### src/rtl/frequency_divider_by2_pkg.sv
// -----------------------------------------------------------------------------
// frequency_divider_by2_pkg
// Shared constants and helpers for the even-ratio clock divider.
//   DIVIDE_DEFAULT : default division ratio
//   DIVIDE_MIN/MAX : legal range of the division ratio (must also be even)
//   min_cnt_w()    : smallest half-period counter width able to reach DIVIDE/2
// -----------------------------------------------------------------------------
package frequency_divider_by2_pkg;

  localparam int DIVIDE_DEFAULT = 2;
  localparam int DIVIDE_MIN     = 2;
  localparam int DIVIDE_MAX     = 65536;

  // Smallest width w (at least 1) with 2**w >= divide/2.
  function automatic int min_cnt_w(input int divide);
    int w;
    w = 1;
    while ((64'd1 << w) < 64'(divide / 2)) begin
      w++;
    end
    return w;
  endfunction

endpackage

### src/rtl/frequency_divider_by2.sv
// -----------------------------------------------------------------------------
// frequency_divider_by2
// Divides clk by an even ratio DIVIDE, producing a 50% duty-cycle out_clk.
// A half-period counter runs 0..DIVIDE/2-1; on its last value out_clk toggles
// and the counter wraps on the same edge. For DIVIDE=2 the counter stays at 0
// and out_clk toggles every edge.
//
// Parameters:
//   DIVIDE : even division ratio, 2..65536
//   CNT_W  : half-period counter width, 2**CNT_W >= DIVIDE/2
// Ports:
//   clk     in  1  single clock, all state updates on its rising edge
//   rst     in  1  synchronous active-low reset
//   out_clk out 1  divided clock, straight from a flip-flop
// -----------------------------------------------------------------------------
module frequency_divider_by2
  import frequency_divider_by2_pkg::*;
#(
  parameter int DIVIDE = DIVIDE_DEFAULT,
  parameter int CNT_W  = 16
) (
  input  logic clk,
  input  logic rst,
  output logic out_clk
);

  // Reject illegal configurations at elaboration time.
  if (DIVIDE < DIVIDE_MIN || DIVIDE > DIVIDE_MAX || (DIVIDE % 2) != 0) begin : g_bad_divide
    $fatal(1, "frequency_divider_by2: DIVIDE=%0d must be even and within %0d..%0d",
           DIVIDE, DIVIDE_MIN, DIVIDE_MAX);
  end

  if (CNT_W < min_cnt_w(DIVIDE)) begin : g_bad_cnt_w
    $fatal(1, "frequency_divider_by2: CNT_W=%0d too narrow for DIVIDE=%0d (need %0d)",
           CNT_W, DIVIDE, min_cnt_w(DIVIDE));
  end

  // Terminal count of the half-period counter. For DIVIDE=2 this is 0, so the
  // counter never leaves 0 and out_clk toggles on every edge.
  localparam logic [CNT_W-1:0] LAST = CNT_W'(DIVIDE / 2 - 1);

  logic [CNT_W-1:0] cnt;

  // NOTE: reset is tested inside the clocked block (not in the sensitivity
  // list), so rst activity between edges cannot disturb out_clk; sequential
  // state uses non-blocking assignments so every flop samples pre-edge values.
  always_ff @(posedge clk) begin
    if (!rst) begin
      cnt     <= '0;
      out_clk <= 1'b0;
    end else if (cnt == LAST) begin
      cnt     <= '0;
      out_clk <= ~out_clk;
    end else begin
      cnt     <= cnt + 1'b1;
    end
  end

endmodule

### config.mk
export PLATFORM = sky130hd
export DESIGN_NAME = frequency_divider_by2
export DESIGN_NICKNAME = d
export VERILOG_FILES = /design/src/rtl/frequency_divider_by2_pkg.sv /design/src/rtl/frequency_divider_by2.sv
export SDC_FILE = /design/constraint.sdc
export NUM_CORES = 1
export LEC_CHECK = 0
export CORE_MARGIN = 3
export CORE_UTILIZATION = 23
export CTS_BUF_LIST = sky130_fd_sc_hd__clkbuf_8
export CTS_CLUSTER_SIZE = 28
export DETAILED_ROUTE_END_ITERATION = 10
export GPL_TIMING_DRIVEN = 1
export PLACE_DENSITY = 0.49
export SLEW_MARGIN = 10
export SYNTH_ARGS = -nofsm -noshare
export SYNTH_HDL_FRONTEND = slang
export SYNTH_SLANG_ARGS = --single-unit
### constraint.sdc
create_clock -name clk -period 3.05 [get_ports clk]
set_input_delay 0.61 -clock clk [delete_from_list [all_inputs] [get_ports clk]]
set_output_delay 0.61 -clock clk [all_outputs]
set_load 0.02 [all_outputs]
==> summary.md, run 1 <==
| Metric | Value |
|---|---|
| H-tree depth | `1` |
| Clock Skews | `0.00417 ns` |
| CTS buffer count | `3` |
| Routed vias/inst | `4.28` |
| Fillers | `369` |
| WHS | `0.508 ns` |
| Clock sink total | `17` |
| Register area share after synthesis | `41.8%` |
| Flops & latches, synth | `17` |
| Cts-stage hold buffer count | `0` |
| Critical path class | `reg -> out` |
| RR Endpoint | `cnt[15]$_SDFF_PP0_` |
| Synth Net Count | `90` |
| Initial DRC count | `9` |
| Vias | `573` |
| R2R Setup Slk | `1.50 ns` |
| Most common cell in the netlist | `dfxtp_1` |
| Slowest cell delay on critical path | `0.60 ns` |
| Depth of the most critical reg-to-reg path | `6` |
| Setup TNS | `0 ns` |
| CTS Buffer Depth | `2` |
| Area grow syn2layout | `12.8%` |
| Antenna-violating nets left | `0` |
| Pre-Repair DR Iteration Count | `4` |
| WHS Endpoint | `cnt[0]$_SDFF_PP0_` |
| Fin crit period | `1.80 ns` |
| Hold Crit Class | `reg -> reg` |
| I/O Buffers | `2` |
| Outcome | `complete, no violations` |
| # resized after CTS | `0` |
| Row count | `20` |
| Period utilisation layout | `59.1%` |
| Clock latency on the worst-skew pair | `0.25 ns` |
| Overflow after GRT | `0` |
| Share of layout cells above drive strength 1 | `11.1%` |
| Top delay family on crit path | `buffers and inverters` |
| Post-Syn Instances | `86` |
| Gr usage total | `8.38%` |
| Final setup violation count | `0` |
| Fraction of registers with async set/reset | `0%` |
| CP Capture Type | `output port` |
| Startpoint class of the critical path | `register` |
| Power per cell area | `427 nW/um2` |
| Yosys Warn Count | `0` |
| Wirelength, routed | `1.48 mm` |
| CP required | `2.44 ns` |
| Final hold vios | `0` |
| Max VDD drop | `234 uV` |
| Post-synth top area share | `41.8%` |
| Hold Crit Start | `cnt[0]$_SDFF_PP0_` |
| Synth top area cells | `dfxtp_1 (42%), xnor2_1 (12%), nor2_1 (7.4%)` |
| Post-CTS setup buffer count | `0` |
| Cell leakage power | `0.280 nW` |
| DIE WIDTH | `65.5 um` |
| First-pass GRT wire length | `2.69 mm` |
| Crit path DAT | `1.19 ns` |
| Critical-path cell list | `clkdlybuf4s50_1` |
| Die ar. | `4290 um2` |
| Final GP Congestion | `0.777` |
| DRC violations left | `0` |
| Fmax achieved | `555 MHz` |
| I/O pins | `3` |
| Final Slew Violations | `0` |
| Initial antenna violation count | `0` |
| Die Y | `65.5 um` |
| CTS tree | `yes` |
| Worst Tran Pin Value | `0.283 ns` |
| Number of synthesized flops with an enable pin | `0` |
| RSZ-0062 raised after global routing | `false` |
| Post-synth top flop | `dfxtp_1` |
| Synthesized area | `813 um2` |
| Initial Util | `25.4%` |
| Slowest stage cell on the critical path | `clkdlybuf4s50_1` |
| CTS clock-pin slew for the worst setup and hold paths | `0.06 ns` |
| Crit Path Max Fanout | `2` |
| WP buf/inv | `1` |
| Maximum capacitance violations | `0` |
| Syn_area_per_cell | `9.46 um2` |
| Final Net Count | `95` |
| # diodes | `0` |
| Reg2reg start | `cnt[0]$_SDFF_PP0_` |
| Core box area | `3200 um2` |
| Top cells by count, synth | `dfxtp_1 (17), nor2_1 (16), xnor2_1 (11)` |
| WL/cell | `11.0 um` |
| Netlist cell types | `22` |
| Hold-critical path depth | `1` |
| Vias in the first global route | `576` |
| Slew headroom | `80.9%` |
| Synth area leader | `dfxtp_1` |
| Clock tree root driver cell | `clkbuf_8` |
| Hpwl dp | `1.07 mm` |
| Largest net degree at the start of global routing | `16` |
stage by stage:
| step | instances | util [%] | power (mW) | worst slack, ns | instance area [um2] |
|---|---|---|---|---|---|
| 2_1_floorplan | 86 | - | 0.231 | 1.70 | 813 |
| 6_report | 134 | 28.6 | 0.392 | 1.25 | 917 |
| 5_1_grt | 134 | 28.6 | 0.412 | 1.20 | 917 |
| 3_3_place_gp | 130 | 27.2 | 0.235 | 1.51 | 872 |
| 3_5_place_dp | 130 | 27.2 | 0.234 | 1.49 | 872 |
| 4_1_cts | 134 | 28.6 | 0.401 | 1.23 | 917 |
per-layer routing:
metal  track usage (%)  routed length (um)  vias to the layer above
met2              12.4                 660                        4
met3              2.05                  23                        5
met4              6.22                  51                        0
li1                  -                   -                      302
met5                 0                   0                        -
met1              10.4                 744                      262
registers in the layout, summed over array words and instances, names as in the netlist:
register / cells
out_clk: 1
cnt: 16
cells by family after synthesis:
kind of cell | after synthesis | synth area share (%)
XOR/XNOR | 15 | 16.2
buffers and inverters | 6 | 3.84
flip-flops | 17 | 41.8
AND/OR/NAND/NOR | 46 | 35.1
adder cells (fa/ha/maj) | 2 | 3.08
cell usage in the layout, fill, tap and decap left out, types with 2 or more instances in the layout:
master / Yosys / routed
nor4_2: 3 / 3
inv_1: 4 / 5
dfxtp_1: 17 / 17
clkdlybuf4s50_1: 0 / 2
nor3_1: 5 / 5
xor2_1: 4 / 4
nand2_1: 4 / 4
clkbuf_8: 0 / 3
nand4_1: 5 / 5
nand3_1: 3 / 3
nor4_1: 2 / 2
ha_1: 2 / 2
nor2_1: 16 / 16
xnor2_1: 11 / 11
worst max path at each step:
stage,from,to,slack (ns),depth (start not counted)
detailed placement,rst,cnt[9]$_SDFF_PP0_,1.49,3
CTS,out_clk$_SDFFE_PN0N_,out_clk,1.23,1
floorplan,cnt[0]$_SDFF_PP0_,cnt[10]$_SDFF_PP0_,1.70,7
global route,out_clk$_SDFFE_PN0N_,out_clk,1.20,1
global placement,out_clk$_SDFFE_PN0N_,out_clk,1.51,1
finish,out_clk$_SDFFE_PN0N_,out_clk,1.25,1
layout make-up:
| cell class | count | area, um2 | share of cell area (%) |
|---|---|---|---|
| Multi-Input combinational cell | 63 | 442 | 48.2 |
| Sequential cell | 17 | 340 | 37.1 |
| Tap cell | 44 | 55.1 | 6.00 |
| Clock buffer | 3 | 41.3 | 4.50 |
| Timing Repair Buffer | 2 | 20.0 | 2.18 |
| Inverter | 4 | 15.0 | 1.64 |
| Clock inverter | 1 | 3.75 | 0.409 |
power by group:
group | switching (mW) | internal (mW)
Sequential | 0.000541 | 0.223
Clock | 0.0729 | 0.0893
Combinational | 0.00234 | 0.00366
Power figures use the tool's default switching activity.
==> run 2, diff against run 1 <==
--- a/config.mk
+++ b/config.mk
@@ -11,7 +11,7 @@
 export CTS_CLUSTER_SIZE = 28
 export DETAILED_ROUTE_END_ITERATION = 10
 export GPL_TIMING_DRIVEN = 1
-export PLACE_DENSITY = 0.49
+export PLACE_DENSITY = 0.5
 export SLEW_MARGIN = 10
 export SYNTH_ARGS = -nofsm -noshare
 export SYNTH_HDL_FRONTEND = slang
==> constraint.sdc (replaced) <==
create_clock -name clk -period 1.6 [get_ports clk]
set_input_delay 0.32 -clock clk [delete_from_list [all_inputs] [get_ports clk]]
set_output_delay 0.32 -clock clk [all_outputs]
set_load 0.02 [all_outputs]
==> summary.md, run 2 (synthesis results as in run 1) <==
| Metric | Value |
|---|---|
| Outcome | `complete, no violations` |
| I/O pins | `3 (unchanged)` |
| Gr usage total | `7.95% (-0.44 points)` |
| Die Y | `65.5 um (unchanged)` |
| Initial Util | `25.4% (unchanged)` |
| Setup TNS | `0 ns (unchanged)` |
| Vias in the first global route | `585 (+1.6%)` |
| Post-route cell area | `945 um2 (+3.0%)` |
| CTS tree | `yes` |
| Pre-Repair DR Iteration Count | `4 (unchanged)` |
| Final GP Congestion | `0.748 (-3.8%)` |
| CTS clock-pin slew for the worst setup and hold paths | `0.06 ns (about the same)` |
| Fin crit period | `1.53 ns` |
| Share of layout cells above drive strength 1 | `15.1% (+3.9 points)` |
| CP Capture Type | `output port` |
| Startpoint class of the critical path | `register` |
| Power per cell area | `785 nW/um2 (+84%)` |
| Antenna-violating nets left | `0 (unchanged)` |
| Critical path class | `reg -> out` |
| # diodes | `0 (unchanged)` |
| DIE WIDTH | `65.5 um (unchanged)` |
| Final Net Count | `98 (+3.2%)` |
| Max VDD drop | `382 uV (+63%)` |
| Final hold vios | `0 (unchanged)` |
| I/O Buffers | `2 (unchanged)` |
| Hold Crit Class | `reg -> reg` |
| Routed vias/inst | `4.44 (+3.8%)` |
| Area of the multi-input gates | `453 um2 (+2.5%)` |
| CP required | `1.28 ns (-1.16 ns)` |
| WL/cell | `11.0 um (-0.41%)` |
| Slew headroom | `80.4% (-0.46 points)` |
| Clock Skews | `0.00245 ns (-0.00173 ns)` |
| Commonest non-fill, non-tap cells in the layout | `nor2_1 (16), dfxtp_1 (16), xnor2_1 (11)` |
| Initial antenna violation count | `0 (unchanged)` |
| Clock sink total | `17 (unchanged)` |
| Most flops, register | `cnt` |
| Fmax achieved | `655 MHz` |
| Critical-path cell list | `clkdlybuf4s50_1` |
| Clock tree root driver cell | `clkbuf_8` |
| WP buf/inv | `1 (unchanged)` |
| Area after DPL | `880 um2 (+0.86%)` |
| Wirelength, routed | `1.51 mm (+1.8%)` |
| Final setup violation count | `0 (unchanged)` |
| Row count | `20 (unchanged)` |
| Maximum capacitance violations | `0 (unchanged)` |
| Top flop regs | `cnt: 16 flops, out_clk: 1 flops` |
| WHS | `0.475 ns (-0.0336 ns)` |
| Sequential cell area | `342 um2 (+0.37%)` |
| H-tree depth | `1 (unchanged)` |
| Slowest cell delay on critical path | `0.61 ns (about the same)` |
| Worst Tran Pin Value | `0.293 ns (+0.0105 ns)` |
| Core box area | `3200 um2 (unchanged)` |
| Initial DRC count | `6 (-3)` |
| Slowest stage cell on the critical path | `clkdlybuf4s50_1` |
| Clock latency on the worst-skew pair | `0.24 ns (about the same)` |
| Fillers | `371 (+0.54%)` |
| Final Slew Violations | `0 (unchanged)` |
| Overflow after GRT | `0 (unchanged)` |
| Top delay family on crit path | `buffers and inverters` |
| Crit Path Max Fanout | `2 (unchanged)` |
| Area grow syn2layout | `16.2%` |
| CTS buffer count | `3 (unchanged)` |
| Cell leakage power | `0.300 nW (+7.5%)` |
| Period utilisation layout | `95.5%` |
| RSZ-0062 raised after global routing | `false` |
| Design Power | `741 uW (+89%)` |
| Hpwl dp | `1.01 mm (-6.0%)` |
| Largest net degree at the start of global routing | `16 (unchanged)` |
| Largest register FFs | `16 (unchanged)` |
| First-pass GRT wire length | `2.65 mm (-1.6%)` |
| Vias | `608 (+6.1%)` |
| CTS Buffer Depth | `2 (unchanged)` |
| Crit path DAT | `1.21 ns (+0.02 ns)` |
| DRC violations left | `0 (unchanged)` |
| Die ar. | `4290 um2 (unchanged)` |
[run 2: final timing paths]
path | slack [ns] | endpoint | from | cells after the start
worst min register to register | 0.47 | cnt[0]$_SDFF_PP0_ | cnt[0]$_SDFF_PP0_ | 1
worst min-delay path | 0.47 | cnt[0]$_SDFF_PP0_ | cnt[0]$_SDFF_PP0_ | 1
worst max-delay path | 0.07 | out_clk | out_clk$_SDFFE_PN0N_ | 1
worst max register to register | 0.14 | cnt[14]$_SDFF_PP0_ | cnt[1]$_SDFF_PP0_ | 5
[run 2: layout make-up]
| cell class | instances | area share (%) |
|---|---|---|
| sequential | 17 | 36.2 |
| clock inverter | 1 | 0.397 |
| tap | 44 | 5.83 |
| multi-input combinational | 64 | 47.9 |
| clock buffer | 3 | 4.37 |
| timing repair buffer | 4 | 3.71 |
| inverter | 4 | 1.59 |
[run 2: metal layers]
| metal | part of all wire (%) | track usage, % | wire (um) |
|---|---|---|---|
| met2 | 48 | 12.3 | 721 |
| met3 | 2.4 | 2.05 | 36 |
| met5 | 0 | 0 | 0 |
| met4 | 0.93 | 3.11 | 14 |
| met1 | 49 | 10.5 | 733 |
[run 2: what timing repair did]
action,CTS,global route
endpoints found under the setup margin,0,15
resized for setup,0,2
setup buffers,0,1
hold buffers,0,0
[run 2: where the power goes]
| group | leakage (nW) | switching (mW) | internal [mW] |
|---|---|---|---|
| logic | 0.136 | 0.00561 | 0.00687 |
| clock network | 0.0269 | 0.133 | 0.170 |
| registers | 0.138 | 0.00133 | 0.425 |
| total | 0.300 | 0.140 | 0.602 |
[run 2: stage by stage]
| stage | cells | util [%] | worst slack (ns) |
|---|---|---|---|
| 6_report | 137 | 29.5 | 0.0724 |
| 5_1_grt | 137 | 29.5 | 0.0231 |
| 4_1_cts | 135 | 28.9 | 0.0585 |
| 3_5_place_dp | 131 | 27.5 | 0.0861 |
| 3_3_place_gp | 131 | 27.5 | 0.144 |
| 2_1_floorplan | 86 | - | 0.255 |
==> run 3, diff against run 2 <==
--- a/config.mk
+++ b/config.mk
@@ -8,10 +8,10 @@
 export CORE_MARGIN = 3
 export CORE_UTILIZATION = 23
 export CTS_BUF_LIST = sky130_fd_sc_hd__clkbuf_8
-export CTS_CLUSTER_SIZE = 28
+export CTS_CLUSTER_SIZE = 20
 export DETAILED_ROUTE_END_ITERATION = 10
 export GPL_TIMING_DRIVEN = 1
-export PLACE_DENSITY = 0.5
+export PLACE_DENSITY = 0.49
 export SLEW_MARGIN = 10
 export SYNTH_ARGS = -nofsm -noshare
 export SYNTH_HDL_FRONTEND = slang
==> constraint.sdc (replaced) <==
create_clock -name clk -period 1.53 [get_ports clk]
set_input_delay 0.306 -clock clk [delete_from_list [all_inputs] [get_ports clk]]
set_output_delay 0.306 -clock clk [all_outputs]
set_load 0.02 [all_outputs]
==> summary.md, run 3 (synthesis results as in run 1) <==
| Metric | Value |
|---|---|
| Largest net degree at the start of global routing | `16 (unchanged)` |
| Cell leakage power | `0.328 nW (+9.1%)` |
| Critical path class | `reg -> reg` |
| Slowest cell delay on critical path | `0.34 ns (-0.27 ns)` |
| CTS buffer count | `3 (unchanged)` |
| Hpwl dp | `1.04 mm (+3.1%)` |
| Reg2reg start | `cnt[1]$_SDFF_PP0_` |
| Critical-path cell list | `inv_1 -> ha_1 -> nor4b_2 -> nand4_1 -> xnor2_1 -> and2_1` |
| Depth of the most critical reg-to-reg path | `6 (+1)` |
| Outcome | `complete, no violations` |
| Final setup violation count | `0 (unchanged)` |
| Clock sink total | `17 (unchanged)` |
| Row count | `20 (unchanged)` |
| CP Capture Type | `register` |
| DIE WIDTH | `65.5 um (unchanged)` |
| RSZ-0062 raised after global routing | `true` |
| Final Slew Violations | `0 (unchanged)` |
| Clock latency on the worst-skew pair | `0.25 ns (about the same)` |
| Fillers | `364 (-1.9%)` |
| Vias in the first global route | `622 (+6.3%)` |
| Worst slack, placed | `0.0266 ns (-0.0595 ns)` |
| Met1 Routed Length | `694 um (-5.3%)` |
| Final Net Count | `99 (+1.0%)` |
| CP required | `1.68 ns (+0.40 ns)` |
| Most common cell after layout, fill and taps aside | `nor2_1` |
| CTS tree | `yes` |
| Slew headroom | `81.1% (+0.69 points)` |
| Period utilisation layout | `95.7%` |
| Cts-stage hold buffer count | `0 (unchanged)` |
| Post-route cell area | `970 um2 (+2.6%)` |
| Commonest non-fill, non-tap cells in the layout | `nor2_1 (16), dfxtp_1 (15), xnor2_1 (11)` |
| Initial DRC count | `16 (+10)` |
| Vias | `616 (+1.3%)` |
| Final hold vios | `0 (unchanged)` |
| I/O Buffers | `2 (unchanged)` |
| First-pass GRT wire length | `2.70 mm (+1.8%)` |
| Power per cell area | `803 nW/um2 (+2.3%)` |
| Overflow after GRT | `0 (unchanged)` |
| Placed Cells | `134 (+2.3%)` |
| Crit Path Max Fanout | `5 (+3)` |
| DRC violations left | `0 (unchanged)` |
| Share of layout cells above drive strength 1 | `19.1% (+4.1 points)` |
| Hold Crit Start | `cnt[0]$_SDFF_PP0_` |
| Hold Crit Class | `reg -> reg` |
| Final std cells w/o fill | `138 (+0.73%)` |
| Top delay family on crit path | `simple AND/OR/NAND/NOR gates` |
| WHS Endpoint | `cnt[0]$_SDFF_PP0_` |
| Core box area | `3200 um2 (unchanged)` |
| Slowest stage cell on the critical path | `dfxtp_2` |
| Area of the multi-input gates | `459 um2 (+1.4%)` |
| Largest register FFs | `16 (unchanged)` |
| Met3 wire len | `44 um (+22%)` |
| CP Launch Point | `cnt[1]$_SDFF_PP0_` |
| WL/cell | `10.7 um (-3.0%)` |
| I/O pins | `3 (unchanged)` |
| Area after DPL | `902 um2 (+2.6%)` |
| H-tree depth | `1 (unchanged)` |
| Most flops, register | `cnt` |
| Crit path DAT | `1.61 ns (+0.40 ns)` |
| Sequential cell area | `343 um2 (+0.37%)` |
| Startpoint class of the critical path | `register` |
| Maximum capacitance violations | `0 (unchanged)` |
| Wirelength, routed | `1.47 mm (-2.3%)` |
| Initial antenna violation count | `0 (unchanged)` |
| CTS Buffer Depth | `2 (unchanged)` |
| Antenna-violating nets left | `0 (unchanged)` |
| R2R Setup Slk | `0.07 ns (-0.07 ns)` |
| Pre-Repair DR Iteration Count | `4 (unchanged)` |
| Die Y | `65.5 um (unchanged)` |
| Final GP Congestion | `0.740 (-1.1%)` |
| # diodes | `0 (unchanged)` |
| Post-CTS setup buffer count | `0 (unchanged)` |
| Max VDD drop | `264 uV (-31%)` |
| Top flop regs | `cnt: 16 flops, out_clk: 1 flops` |
| WP buf/inv | `1 (unchanged)` |
| Clock Skews | `0.00492 ns (+0.00247 ns)` |
| Area grow syn2layout | `19.2%` |
| Hold-critical path depth | `1 (unchanged)` |
| Clock tree root driver cell | `clkbuf_8` |
| Routed met2 length | `694 um (-3.7%)` |
| Fin crit period | `1.46 ns` |
| Routed vias/inst | `4.46 (+0.58%)` |
| RR Endpoint | `out_clk$_SDFFE_PN0N_` |
| Final WS setup | `0.0663 ns (-0.00618 ns)` |
| CTS clock-pin slew for the worst setup and hold paths | `0.06 ns (about the same)` |
| Initial Util | `25.4% (unchanged)` |
| Die ar. | `4290 um2 (unchanged)` |
| Fmax achieved | `683 MHz` |
| Worst Tran Pin Value | `0.281 ns (-0.0125 ns)` |
| Gr usage total | `8.34% (+0.39 points)` |
| Top Metal Used | `met4` |
## run 3: worst max-delay path by stage
stage                                       to  cells after the start
after global routing      out_clk$_SDFFE_PN0N_                      6
after detailed placement     cnt[9]$_SDFF_PP0_                      6
after global placement      cnt[14]$_SDFF_PP0_                      5
final                     out_clk$_SDFFE_PN0N_                      6
after floorplan             cnt[12]$_SDFF_PP0_                      7
after CTS                              out_clk                      1
## run 3: timing repair
action                                  CTS  global route
pin swaps                                 0             2
gates resized for setup                   1             5
endpoints found under the setup margin   10            17
## run 3: final cells by class
class | count | share of cell area, %
Multi-Input combinational cell | 63 | 47.4
Sequential cell | 17 | 35.4
Tap cell | 44 | 5.68
Timing Repair Buffer | 6 | 5.42
Clock buffer | 3 | 4.26
Inverter | 4 | 1.55
Clock inverter | 1 | 0.387
## run 3: metal layers
metal,vias up,GRT usage [%]
li1,312,-
met2,8,13.5
met1,291,9.69
met5,-,0
met4,0,5.44
met3,5,2.05
## run 3: stage by stage
step           hold WS [ns]  util [%]  TNS (ns)  power [mW]
2_1_floorplan         0.428         -         0       0.460
3_3_place_gp          0.448      28.2         0       0.468
6_report              0.434      30.3         0       0.778
3_5_place_dp          0.462      28.2         0       0.468
5_1_grt               0.449      30.3   -0.0788       0.819
4_1_cts               0.469      29.7         0       0.798
## run 3: where the power goes
part           switching, mW  total, mW  internal [mW]
combinational        0.00558     0.0126        0.00702
sequential           0.00115      0.446          0.444
clock                  0.142      0.320          0.178
